### src/rtl/rf_ctrl_pkg.sv
// Shared widths and the write-request payload used by the register-file
// write scheduler and its memory-return buffer.
package rf_ctrl_pkg;

    localparam int unsigned REG_ID_W = 4;
    localparam int unsigned NUM_REGS = 16;
    localparam int unsigned DATA_W   = 16;

    // One register-file write: destination register plus data
    typedef struct packed {
        logic [REG_ID_W-1:0] reg_id;
        logic [DATA_W-1:0]   data;
    } rf_wreq_t;

endpackage

### src/rtl/rf_ret_fifo.sv
// In-order circular buffer for late memory-return writes.
// Ports:
//   clk, rst        clock, asynchronous active-high reset
//   push, push_data enqueue one entry (ignored when full)
//   pop             dequeue the head entry (ignored when empty)
//   head            current head entry (valid when !empty)
//   full, empty     derived from the registered occupancy count
module rf_ret_fifo
    import rf_ctrl_pkg::*;
#(
    parameter int unsigned DEPTH = 2
) (
    input  logic     clk,
    input  logic     rst,
    input  logic     push,
    input  rf_wreq_t push_data,
    input  logic     pop,
    output rf_wreq_t head,
    output logic     full,
    output logic     empty
);

    localparam int unsigned PTR_W = (DEPTH > 1) ? $clog2(DEPTH) : 1;
    localparam int unsigned CNT_W = $clog2(DEPTH + 1);

    rf_wreq_t           mem [DEPTH];
    logic [PTR_W-1:0]   rd_ptr;
    logic [PTR_W-1:0]   wr_ptr;
    logic [CNT_W-1:0]   count;
    logic               do_push;
    logic               do_pop;

    assign full    = (count == CNT_W'(DEPTH));
    assign empty   = (count == '0);
    assign do_push = push && !full;
    assign do_pop  = pop && !empty;
    assign head    = mem[rd_ptr];

    // Storage carries no reset; only pointers and count define validity
    always_ff @(posedge clk) begin
        if (do_push) begin
            mem[wr_ptr] <= push_data;
        end
    end

    // Pointers wrap naturally because DEPTH is a power of two
    always_ff @(posedge clk or posedge rst) begin
        if (rst) begin
            rd_ptr <= '0;
            wr_ptr <= '0;
            count  <= '0;
        end else begin
            if (do_push) begin
                wr_ptr <= wr_ptr + PTR_W'(1);
            end
            if (do_pop) begin
                rd_ptr <= rd_ptr + PTR_W'(1);
            end
            case ({do_push, do_pop})
                2'b10:   count <= count + CNT_W'(1);
                2'b01:   count <= count - CNT_W'(1);
                default: count <= count;
            endcase
        end
    end

endmodule

### src/rtl/rf_write_scheduler.sv
// Shares the register file's single write port between the pipeline
// writeback stage and a buffered late memory-return path, and keeps a
// scoreboard of registers awaiting load-miss data.
// Ports:
//   clk, rst                    clock, asynchronous active-high reset
//   wb_valid/wb_reg/wb_data     writeback request (always wins the port)
//   mr_valid/mr_reg/mr_data     memory-return offer; mr_ready accepts it
//   pend_set/pend_reg           mark a register pending on a load miss
//   chk_src1/chk_src2/chk_dst   decode operands; hazard if any pending
//   wb_stall                    registered request to hold writeback off
//   rf_write/rf_reg/rf_data     register-file write port
module rf_write_scheduler
    import rf_ctrl_pkg::*;
#(
    parameter int unsigned FIFO_DEPTH   = 2,
    parameter int unsigned STARVE_LIMIT = 4
) (
    input  logic                clk,
    input  logic                rst,
    input  logic                wb_valid,
    input  logic [REG_ID_W-1:0] wb_reg,
    input  logic [DATA_W-1:0]   wb_data,
    input  logic                mr_valid,
    input  logic [REG_ID_W-1:0] mr_reg,
    input  logic [DATA_W-1:0]   mr_data,
    output logic                mr_ready,
    input  logic                pend_set,
    input  logic [REG_ID_W-1:0] pend_reg,
    input  logic [REG_ID_W-1:0] chk_src1,
    input  logic [REG_ID_W-1:0] chk_src2,
    input  logic [REG_ID_W-1:0] chk_dst,
    output logic                hazard,
    output logic                wb_stall,
    output logic                rf_write,
    output logic [REG_ID_W-1:0] rf_reg,
    output logic [DATA_W-1:0]   rf_data
);

    localparam int unsigned SC_W = $clog2(STARVE_LIMIT + 1);

    rf_wreq_t             mr_req;
    rf_wreq_t             head;
    rf_wreq_t             sel;
    logic                 full;
    logic                 empty;
    logic                 push;
    logic                 drain;
    logic [NUM_REGS-1:0]  pend;
    logic [NUM_REGS-1:0]  pend_next;
    logic [SC_W-1:0]      starve_cnt;
    logic [SC_W-1:0]      starve_next;

    always_comb begin
        mr_req        = '0;
        mr_req.reg_id = mr_reg;
        mr_req.data   = mr_data;
    end

    assign mr_ready = !full;
    assign push     = mr_valid && mr_ready;
    // The buffer only drains on cycles writeback leaves the port idle
    assign drain    = !wb_valid && !empty;

    rf_ret_fifo #(
        .DEPTH (FIFO_DEPTH)
    ) u_ret_fifo (
        .clk       (clk),
        .rst       (rst),
        .push      (push),
        .push_data (mr_req),
        .pop       (drain),
        .head      (head),
        .full      (full),
        .empty     (empty)
    );

    // Port mux; register 0 is hardwired so its writes are suppressed
    always_comb begin
        sel = head;
        if (wb_valid) begin
            sel.reg_id = wb_reg;
            sel.data   = wb_data;
        end
    end

    assign rf_write = !rst && (wb_valid || !empty) && (sel.reg_id != '0);
    assign rf_reg   = sel.reg_id;
    assign rf_data  = sel.data;

    // Scoreboard: a same-register set overrides the drain clear
    always_comb begin
        pend_next = pend;
        if (drain) begin
            pend_next[head.reg_id] = 1'b0;
        end
        if (pend_set) begin
            pend_next[pend_reg] = 1'b1;
        end
        pend_next[0] = 1'b0;
    end

    assign hazard = pend[chk_src1] | pend[chk_src2] | pend[chk_dst];

    // Blocked-head counter, saturating at the limit
    always_comb begin
        starve_next = starve_cnt;
        if (empty || drain) begin
            starve_next = '0;
        end else if (wb_valid && (starve_cnt != SC_W'(STARVE_LIMIT))) begin
            starve_next = starve_cnt + SC_W'(1);
        end
    end

    always_ff @(posedge clk or posedge rst) begin
        if (rst) begin
            pend       <= '0;
            starve_cnt <= '0;
            wb_stall   <= 1'b0;
        end else begin
            pend       <= pend_next;
            starve_cnt <= starve_next;
            if (drain) begin
                wb_stall <= 1'b0;
            end else if (starve_next == SC_W'(STARVE_LIMIT)) begin
                wb_stall <= 1'b1;
            end
        end
    end

endmodule

### config.mk
export PLATFORM = sky130hd
export DESIGN_NAME = rf_write_scheduler
export DESIGN_NICKNAME = d
export VERILOG_FILES = /design/src/rtl/rf_ctrl_pkg.sv /design/src/rtl/rf_ret_fifo.sv /design/src/rtl/rf_write_scheduler.sv
export SDC_FILE = /design/constraint.sdc
export NUM_CORES = 1
export LEC_CHECK = 0
export CORE_MARGIN = 5
export CORE_UTILIZATION = 40
export CTS_CLUSTER_DIAMETER = 100
export CTS_CLUSTER_SIZE = 28
export DETAILED_ROUTE_END_ITERATION = 7
export PLACE_DENSITY = 0.68
export SLEW_MARGIN = 5
export SYNTH_ARGS = -nofsm -noshare
export SYNTH_HDL_FRONTEND = slang
export SYNTH_SLANG_ARGS = --single-unit
### constraint.sdc
create_clock -name clk -period 5.21 [get_ports clk]
set_input_delay 1.563 -clock clk [delete_from_list [all_inputs] [get_ports clk]]
set_output_delay 1.563 -clock clk [all_outputs]
set_load 0.005 [all_outputs]
==> results.yml <==
routing:
  via_per_inst: 5.10
  wirelength_um: 7390
  drtIter0Drc: 57
  post-route-drc-count: 0
  ant_nets: 0
  wl_per_cell_um: 15.8
  first_pass_iters: 4
  via_count: 2387
clock_network:
  cts_sinks: 63
  ctsHtreeMaxLevel: 3
  clock_path_buffers: 2
  clkSlewWorstSetupHoldPaths_ns: 0.06
  post_cts_buffers: 0
  cts-buffers-inserted: 9
  root_buffer: "clkbuf_8"
  cts_tree: "built"
  insertion_delay_ns: 0.32
finish:
  fillers: 644
  regArea_mm2: 0.00178
  multi_input_area_mm2: 0.00130
  diodes: 0
  nNetsFinal: 425
  fin_cells: 468
  largest_register_ff_count: 40
  drive_gt1_share_pct: 9.84
  areaGrowthSynthToFinish_pct: 38.4
sta:
  drv_slew: 0
  worst_pin_slew_ns: 1.04
  fmax_mhz: 196
  setup-violations-final: 0
  tns_ns: 0
  max_slew_margin_pct: 30.6
  hold_viol: 0
  fin_crit_sh_pct: 98.0
  rsz0062_at_grt: "no"
  fin_crit_ns: 5.11
  fin_skew_ns: 0.00725
placed_design:
  dpl.hpwl_um: 5730
  portBuffers: 84
  dp.cells: 452
  gp_congestion: 0.898
min_path:
  worstHoldPathCells: 2
  hp-class: "register to register"
  min_to: "wb_stall"
  min_from: "wb_stall"
floorplanning:
  io_pins: 85
  die_area_mm2: 0.00972
  fp.dieH_um: 98.6
  coreArea_mm2: 0.00769
  initial_core_util_pct: 40.8
  rows: 32
  die_w_um: 98.6
setup_path:
  r2r_end: "u_ret_fifo.mem[0][3]"
  critical_path_class: "primary input to output pin"
  crit_path_top_delay_cell: "clkdlybuf4s50_1"
  crit-reg2reg-launch: "u_ret_fifo.count[0]"
  max_stage_delay_ns: 0.52
  cp_cell_sequence: "clkdlybuf4s50_1 -> mux4_2 -> a31oi_1 -> nand2_1 -> or4_1 -> dlygate4sd2_1"
  crit_required_ns: 3.65
  r2r_slack_ns: 3.26
  reg2reg_depth: 3
  crit_fanout: 2
  cp-end-kind: "output pin"
  worst-path-buf-inv: 2
  crit_family: "buffers and inverters"
  critPathLaunchType: "primary input"
  arrival_ns: 3.54
power_and_ir_drop:
  vdd.ir_drop.worst_mv: 0.221
  p_per_area_mw_per_mm2: 441
  power_leakage_nw: 1.65
synthesis:
  syn_inst: 265
  synth_area_leaders: "edfxtp_1 (38%), dfrtp_1 (18%), mux2i_1 (7.3%)"
  synth-main-ff-cell: "edfxtp_1"
  synth.distinct_cells: 43
  ys_seq_area_share_pct: 56.6
  ys.warnings.count: 0
  yosys.area.top_type: "edfxtp_1"
  synth_seq_cells: 63
  synth.cell_area_mm2: 0.00314
  synth_edf_count: 40
  netlist.area_leader.share_pct: 38.3
  avgSynthCellArea_um2: 11.8
  synthArstFlopShare_pct: 36.5
  syn-num-nets: 329
global_routing:
  antenna_found_initial: 0
  grt_pass1_wl_um: 12400
  grt_pass1_vias: 2519
  overflow: 0
  grt_max_degree: 33
  grt_use_total_pct: 15.9
run_status:
  status: "complete, no violations"
job:
  cap_violations: 0
-- how the worst max path moves through the flow --
stage                           start  endpoint  slack [ns]  cells past startpoint
after global placement     chk_dst[0]    hazard       -0.24                      6
after detailed placement   chk_dst[0]    hazard       -0.28                      6
after CTS                 chk_src1[1]    hazard        0.04                      6
after global routing      chk_src1[2]    hazard        0.01                      6
final                     chk_src2[1]    hazard        0.10                      6
after floorplan           chk_src1[1]    hazard        0.78                      5
-- Yosys cell counts, types with 2 or more instances --
cell,number
a21oi_1,6
a32oi_1,2
buf_2,3
clkbuf_1,4
dfrtp_1,23
edfxtp_1,40
ha_1,3
inv_1,5
mux2_2,4
mux2i_1,23
mux4_1,3
mux4_2,4
nand2_1,37
nand2b_1,5
nand3_1,3
nand3b_1,4
nor2_1,12
nor2b_1,4
nor3_1,4
nor4b_1,2
o21ai_0,8
o21ai_1,36
o31ai_1,6
xnor2_1,5
-- worst min-delay path: stages, from the launching register on --
cell and delay (ns):
dfrtp_1 0.35, nand2_1 0.05, o21ai_1 0.06
-- report_power, final --
group          internal, W  switching (W)
logic             0.000352       0.000302
clock network     0.000247       0.000170
registers         0.000704       0.000139
total              0.00130       0.000611
-- timing repair --
action | CTS | global route
gates resized for setup | 3 | 2
gates cloned | 0 | 0
hold buffers | 0 | 0
setup endpoints to repair | 1 | 1
-- metal layers --
layer	vias up	global-route usage, %	part of all wire, %
li1	1188	-	-
met1	1114	19.3	42
met2	78	26.3	49
met3	7	5.80	8.6
met4	0	5.67	0.77
met5	-	0	0
-- cell families (layout without fill, tap and decap cells) --
family	Yosys count	in the layout	synth area share, %
and+or+nand+nor	75	75	11.2
AOI/OAI and AO/OA	67	67	12.2
DFF	63	63	56.6
muxes	36	36	15.0
buffers and inverters	15	116	2.15
xor gates and xnor gates	6	6	1.67
adders and majority gates	3	3	1.20
-- metrics by stage --
stage                     setup WS [ns]  total power [W]  utilization, %  hold WS [ns]  area (µm²)
final                             0.105          0.00191            56.5         0.498        4340
after global routing             0.0126          0.00204            56.5         0.525        4340
after CTS                        0.0430          0.00193            56.4         0.506        4340
after detailed placement         -0.275          0.00151            53.8         0.488        4140
after global placement           -0.236          0.00149            53.8         0.490        4140
after floorplan                   0.782          0.00123               -         0.460        3140
-- cells in the final DEF, fill, tap and decap left out, drive strengths merged, types with 2 or more instances in the layout --
cell type,n
clkdlybuf4s50,80
o21ai,44
edfxtp,40
nand2,37
mux2i,23
dfrtp,23
clkbuf,13
nor2,12
buf,10
inv,7
mux4,7
o31ai,6
a21oi,6
mux2,6
nand2b,5
xnor2,5
nor2b,4
nand3b,4
nor3,4
nand3,3
ha,3
dlygate4sd2,3
a32oi,2
nor4b,2
-- area by class of cell --
cell class | instances | area share, %
clock buffer | 13 | 3.66
multi-input combinational | 187 | 30.0
inverter | 6 | 0.518
tap | 102 | 2.94
sequential | 63 | 40.9
timing repair buffer | 94 | 21.1
clock inverter | 3 | 0.950
Note: power is estimated with default switching activity, not from simulation.
